<file path="src/rtl/vr_pkg.sv">
// Shared types for the valid-ready stream blocks.
package vr_pkg;

    // Packer control: collecting beats, or holding a finished word behind a busy output.
    typedef enum logic {
        FILL,
        PEND
    } vr_packer_state_t;

endpackage

</file>
<file path="src/rtl/vr_packer.sv">
// Valid-ready width up-converter: packs RATIO narrow beats into one wide word,
// flushing a partial word (with its lane count) when a packet ends early.
module vr_packer
    import vr_pkg::*;
#(
    parameter int IN_W  = 32,
    parameter int RATIO = 4,
    parameter int OUT_W = IN_W * RATIO,
    parameter int CNT_W = $clog2(RATIO) + 1
) (
    input  logic             clk,
    input  logic             rst,
    input  logic             en,
    input  logic             sync_rst,
    input  logic [IN_W-1:0]  in_data,
    input  logic             in_last,
    input  logic             in_valid,
    output logic             in_ready,
    output logic [OUT_W-1:0] out_data,
    output logic             out_last,
    output logic [CNT_W-1:0] out_count,
    output logic             out_valid,
    input  logic             out_ready
);

    localparam int IDX_W = $clog2(RATIO);

    vr_packer_state_t              state;
    logic [IDX_W-1:0]              idx;
    logic [RATIO-1:0][IN_W-1:0]    acc;
    logic [CNT_W-1:0]              acc_count;
    logic                          acc_last;
    logic                          out_full;

    logic                          in_shake;
    logic                          out_shake;
    logic                          word_done;
    logic                          out_free;
    logic [CNT_W-1:0]              count_next;
    logic [RATIO-1:0][IN_W-1:0]    word_next;

    // Ready depends only on state and controls, so upstream never sees a combinational loop.
    assign in_ready   = ~rst & en & ~sync_rst & (state == FILL);
    assign out_valid  = out_full & en;
    assign in_shake   = in_valid & in_ready;
    assign out_shake  = out_valid & out_ready;
    assign word_done  = in_shake & ((idx == IDX_W'(RATIO - 1)) | in_last);
    assign out_free   = ~out_full | out_shake;
    assign count_next = CNT_W'(idx) + CNT_W'(1);

    // Completed word: earlier lanes from the accumulator, current beat at idx, zeros above.
    always_comb begin
        word_next = '0;
        for (int unsigned i = 0; i < RATIO; i++) begin
            if (IDX_W'(i) < idx)
                word_next[i] = acc[i];
            else if (IDX_W'(i) == idx)
                word_next[i] = in_data;
        end
    end

    // Lane accumulation, output register load and FILL/PEND sequencing.
    always_ff @(posedge clk or posedge rst) begin
        if (rst) begin
            state     <= FILL;
            idx       <= '0;
            acc       <= '0;
            acc_count <= '0;
            acc_last  <= 1'b0;
            out_full  <= 1'b0;
            out_data  <= '0;
            out_last  <= 1'b0;
            out_count <= '0;
        end else if (sync_rst) begin
            state     <= FILL;
            idx       <= '0;
            acc       <= '0;
            acc_count <= '0;
            acc_last  <= 1'b0;
            out_full  <= 1'b0;
            out_data  <= '0;
            out_last  <= 1'b0;
            out_count <= '0;
        end else if (en) begin
            // A drained output empties unless a new word is loaded below (later assignment wins).
            if (out_shake)
                out_full <= 1'b0;
            case (state)
                FILL: begin
                    if (in_shake) begin
                        acc[idx] <= in_data;
                        if (word_done) begin
                            if (out_free) begin
                                out_data  <= word_next;
                                out_count <= count_next;
                                out_last  <= in_last;
                                out_full  <= 1'b1;
                                idx       <= '0;
                            end else begin
                                acc       <= word_next;
                                acc_count <= count_next;
                                acc_last  <= in_last;
                                state     <= PEND;
                            end
                        end else begin
                            idx <= idx + IDX_W'(1);
                        end
                    end
                end
                PEND: begin
                    if (out_shake) begin
                        out_data  <= acc;
                        out_count <= acc_count;
                        out_last  <= acc_last;
                        out_full  <= 1'b1;
                        idx       <= '0;
                        state     <= FILL;
                    end
                end
                default: state <= FILL;
            endcase
        end
    end

endmodule
</file>
<file path="config.mk">
export PLATFORM = sky130hd
export DESIGN_NAME = vr_packer
export DESIGN_NICKNAME = d
export VERILOG_FILES = /design/src/rtl/vr_pkg.sv /design/src/rtl/vr_packer.sv
export SDC_FILE = /design/constraint.sdc
export NUM_CORES = 1
export LEC_CHECK = 0
export CORE_MARGIN = 5
export CORE_UTILIZATION = 55
export DETAILED_ROUTE_END_ITERATION = 8
export PLACE_DENSITY = 0.89
export SYNTH_ARGS = -nofsm -noshare
export SYNTH_HDL_FRONTEND = slang
export SYNTH_SLANG_ARGS = --single-unit
</file>
<file path="constraint.sdc">
create_clock -name clk -period 23.5 [get_ports clk]
set_input_delay 4.7 -clock clk [delete_from_list [all_inputs] [get_ports clk]]
set_output_delay 4.7 -clock clk [all_outputs]
set_load 0.02 [all_outputs]
</file>
Yosys cells after proc, flatten, opt, wreduce, memory -nomap -nowiden. Index checks and enable logic that the tools add are counted.

Word-level logic and storage cells: 125. Bits in registers: 268. Bits of input ports: 39. Output and inout bits: 134.

Multiplexer cells: 72. Bitwise operators: 13. $add $sub $neg: 2. Magnitude comparators: 6. Equality and inequality tests: 11. Reduce and logical (&&, ||, !) cells: 9.

Operators by type and width (number): 2-to-1 mux 128 bit (12); 2-to-1 mux 32 bit (9); case mux 128 bit (2 select lines) (1); bitwise mux 128 bit (1); demux 32 bit (select 2 bit) (1); 2-to-1 mux 3 bit (12); 2-to-1 mux 1 bit (25); 2-to-1 mux 2 bit (6); AND reduction 5 bit (2); != test 3 bit (second input constant) (3); bitwise AND 1 bit (7); case mux 1 bit (2 select lines) (3); case mux 3 bit (2 select lines) (1); nonzero test 2 bit (3); equality test 2 bit (first input constant) (2); less-than comparator 1 x 2 -> 1 bit (first input constant) (2); less-than comparator 2 bit (first input constant) (2); != test 2 bit (second input constant) (2); != test 4 bit (second input constant) (1); inverter 1 bit (4); case mux 2 bit (2 select lines) (1); AND reduction 4 bit (1); adder 2 x 1 -> 3 bit (second input constant) (1); less-than comparator 2 x 3 -> 1 bit (second input constant) (1); other kinds (9) (10).

Depth between registers and ports, before layout.
Depth in word-level cells: 11. Gate-level depth with buffers: 9. Gate-level depth less buffers: 5.

Worst setup path after synthesis. No wires, ideal clock.

Path kind: input port to output port. From: input sync_rst. To: output in_ready. Stages: 2. Data arrival time: 5.376 ns. Path buffers: 0. Setup slack: 13.424 ns. Required time: 18.800 ns. Cell sequence: or3b_1 -> nor2_1.

Cells in the longest elaborated chain, start to end: 3.

RTL lines: from (decl) (RTL line vr_packer.sv:14) `input logic sync_rst,`; inverter 1 bit (RTL line vr_packer.sv:43) `assign in_ready = ~rst & en & ~sync_rst & (state == FILL);`; bitwise AND 1 bit (2 in series) (RTL line vr_packer.sv:43); to (decl) (RTL line vr_packer.sv:18) `output logic in_ready,`.

No other way between the ends.

Final worst setup path.
From: input en. To: output in_ready.

Cells in the longest elaborated chain, start to end: 3.

RTL lines: from (decl) (RTL line vr_packer.sv:13) `input logic en,`; bitwise AND 1 bit (3 in series) (RTL line vr_packer.sv:43).

No other way between the ends.

==> key figures <==
Outcome
  • Status: finished clean

Placed design
  • Number of port buffers: 172
  • Placed instance area: 0.0137 mm^2
  • Routability congestion estimate: 0.792
  • Post-DP HPWL: 20,400 um
  • Post-place setup slack: 12,360 ps
  • Placed Cells: 1,456

Global routing
  • Congestion Overflow GR: 0
  • First-pass GRT wire length: 59,500 um
  • Initial antenna violation count: 0
  • Gr usage total: 28.4%
  • Vias in the first global route: 10,508
  • Largest net degree at the start of global routing: 140

Synthesis
  • Post-Syn Nets: 1,192
  • Sequential-to-total area share from yosys stat: 55.1%
  • Most used DFF post-synth: dfrtp_1
  • Yosys reg bits: 268
  • Distinct cells, synth: 41
  • Synth Warn #: 0
  • Post-synth EDFFs: 0
  • Mean Syn Cell Area: 10.6 um^2
  • Synth Instances: 1,149
  • Ys async rst share: 100%
  • Netlist Area Pre-Place: 0.0122 mm^2

Drt
  • Vias/cell: 6.95
  • Routed WL: 37,100 um
  • Remaining DRCs: 0
  • DRT Pass-1 Iters: 6
  • Routed len/inst: 24.7 um
  • Remaining antenna violation count after routing: 0
  • Routed vias: 10,454
  • Detailed Route Iter0 Violations: 1,354

STA
  • Max Fclk: 0.0897 GHz
  • Setup violators final: 0
  • Period utilization: 47.4%
  • RSZ-0062 raised after global routing: false
  • PnR worst setup slack: 12,350 ps
  • Final Critical Period: 11,150 ps
  • Hold Vio Cnt, Final: 0
  • Worst-margin pin slew: 1250 ps
  • Rel. slew slack: 16.9%
  • Clock skew: 9.85 ps
  • Slew Viols, Final: 0
  • Sum Neg Setup Slack: 0 ps

Critical path
  • Worst reg2reg endpoint: out_data[39]
  • Crit path max fanout: 8
  • Worst Path Arrival: 6450 ps
  • Setup slack, reg-to-reg: 19,490 ps
  • CP startpoint kind: primary input
  • Critical Path End Type: output pin
  • Launching point of the worst reg2reg path: idx[1]
  • Required time of the critical path: 18,800 ps
  • Setup Crit Path Kind: primary input to output pin
  • FF-to-FF path depth: 7
  • Crit. Startpoint: en

Layout
  • Layout fillers: 1,618
  • Nets@finish: 1,248
  • Share of layout cells above drive strength 1: 7.51%
  • Final Cell Area: 0.0146 mm^2
  • Antenna diode count: 0
  • Synth-to-layout area growth: 19.8%
  • Final cell count without fillers: 1,505

CTS
  • Resized Gates After CTS: 0
  • Root buffer cell: clkbuf_16
  • Clk sinks: 268
  • CTS Buf Count: 27
  • Post-CTS setup buffers: 0
  • Cts hold-fix bufs: 0
  • Clock transition at path regs: 60 ps
  • Clk Latency, worst-skew pair: 520 ps
  • CTS tree: yes
  • H-tree depth: 1
  • Longest Clk Path Bufs: 3

Min path
  • Hold path cells: 1
  • Hold endpoint: acc[45]
  • Min-delay src: acc[45]
  • Hold Path Class: flip-flop to flip-flop

Die
  • # IOs: 173
  • Initial core utilization: 55.8%
  • Core box area: 0.0218 mm^2
  • Die footprint: 0.0252 mm^2
  • Die H: 159 um
  • # rows: 54
  • Die W: 159 um

Power
  • Pwr dens: 71.3 mW/mm^2
  • IR Drop Worst-Case VDD: 0.0000525 V
  • Leakage: 6.13 nW

Job
  • Max Cap Viol: 0
-- layout make-up --
class | count | area [um^2] | area share, %
Sequential cell | 268 | 6710 | 46.0
Multi-Input combinational cell | 715 | 4730 | 32.4
Timing Repair Buffer | 188 | 1840 | 12.6
Clock buffer | 35 | 776 | 5.32
Tap cell | 280 | 350 | 2.40
Clock inverter | 14 | 154 | 1.06
Inverter | 5 | 26.3 | 0.180
-- cell families (layout without fill, tap and decap cells) --
family	Yosys count	in the layout	share of synthesized area [%]
simple gates	200	200	7.42
mux	36	36	2.96
compound gates	475	475	27.2
flops	268	268	55.1
fa+ha+maj	4	4	0.411
buf+inv	166	242	6.93
-- cells in the mapped netlist (all sizes together), types with 3 or more instances --
library cell | n | share of area [%]
a311oi | 64 | 4.6
clkbuf | 65 | 2.0
nor3b | 3 | 0.23
a22oi | 66 | 4.1
a22o | 96 | 6.9
nand3 | 67 | 2.8
mux2i | 36 | 3.0
dfrtp | 268 | 55
nor2b | 3 | 0.15
and3 | 4 | 0.21
nand2 | 72 | 2.2
a21oi | 103 | 4.2
a211oi | 35 | 2.6
a21o | 4 | 0.25
buf | 96 | 4.8
nor2 | 41 | 1.3
inv | 4 | 0.12
ha | 4 | 0.41
o21ai | 99 | 4.1
-- cells in the final DEF, fill, tap and decap left out, drive strengths merged, types with 4 or more instances in the layout --
| cell type | Yosys | layout |
|---|---|---|
| a211oi | 35 | 35 |
| a21o | 4 | 4 |
| a21oi | 103 | 103 |
| a22o | 96 | 96 |
| a22oi | 66 | 66 |
| a311oi | 64 | 64 |
| and3 | 4 | 4 |
| buf | 96 | 17 |
| clkbuf | 65 | 35 |
| clkdlybuf4s50 | 0 | 171 |
| clkinv | 1 | 9 |
| dfrtp | 268 | 268 |
| ha | 4 | 4 |
| inv | 4 | 5 |
| mux2i | 36 | 36 |
| nand2 | 72 | 72 |
| nand3 | 67 | 67 |
| nor2 | 41 | 41 |
| o21ai | 99 | 99 |
-- per-stage QoR --
stage / total power [mW] / utilization, % / hold WS [ps]
final: 1.04 / 66.8 / 493
after global routing: 1.07 / 66.8 / 507
after CTS: 1.04 / 66.8 / 498
after detailed placement: 0.598 / 62.6 / 477
after global placement: 0.596 / 62.6 / 477
after floorplan: 0.555 / - / 460
-- worst max-delay path by stage --
stage          cells past startpoint  endpoint  slack [ps]
6_report                           4  in_ready       12350
5_1_grt                            4  in_ready       12240
4_1_cts                            4  in_ready       12340
3_5_place_dp                       4  in_ready       12360
3_3_place_gp                       4  in_ready       12420
2_1_floorplan                      1    acc[0]       11420
-- flip-flops by register name (all words and copies together), names as in the netlist --
signal / flops
out_count: 3
idx: 2
acc_count: 3
out_data: 128
acc: 128
out_full: 1
state: 1
acc_last: 1
out_last: 1
-- routing by layer --
layer  up-vias  share of wire (%)  track usage, %
met5         -                  0               0
met4         0                3.6            10.1
met3       123                 11            6.69
met2       766                 47            43.9
met1      5198                 38            39.4
li1       4367                  -               -
-- worst max-delay path, stage by stage --
cell and delay, ps:
clkdlybuf4s50_1 620, or3b_1 410, nor2_1 100, clkdlybuf4s50_1 610
-- report_power, final --
group	internal (mW)	leakage, nW	switching [mW]
Combinational	0.0380	1.99	0.0705
Clock	0.265	0.463	0.183
Sequential	0.474	3.67	0.00919
Total	0.777	6.13	0.263
No activity file was read; power rests on OpenSTA's default activity.
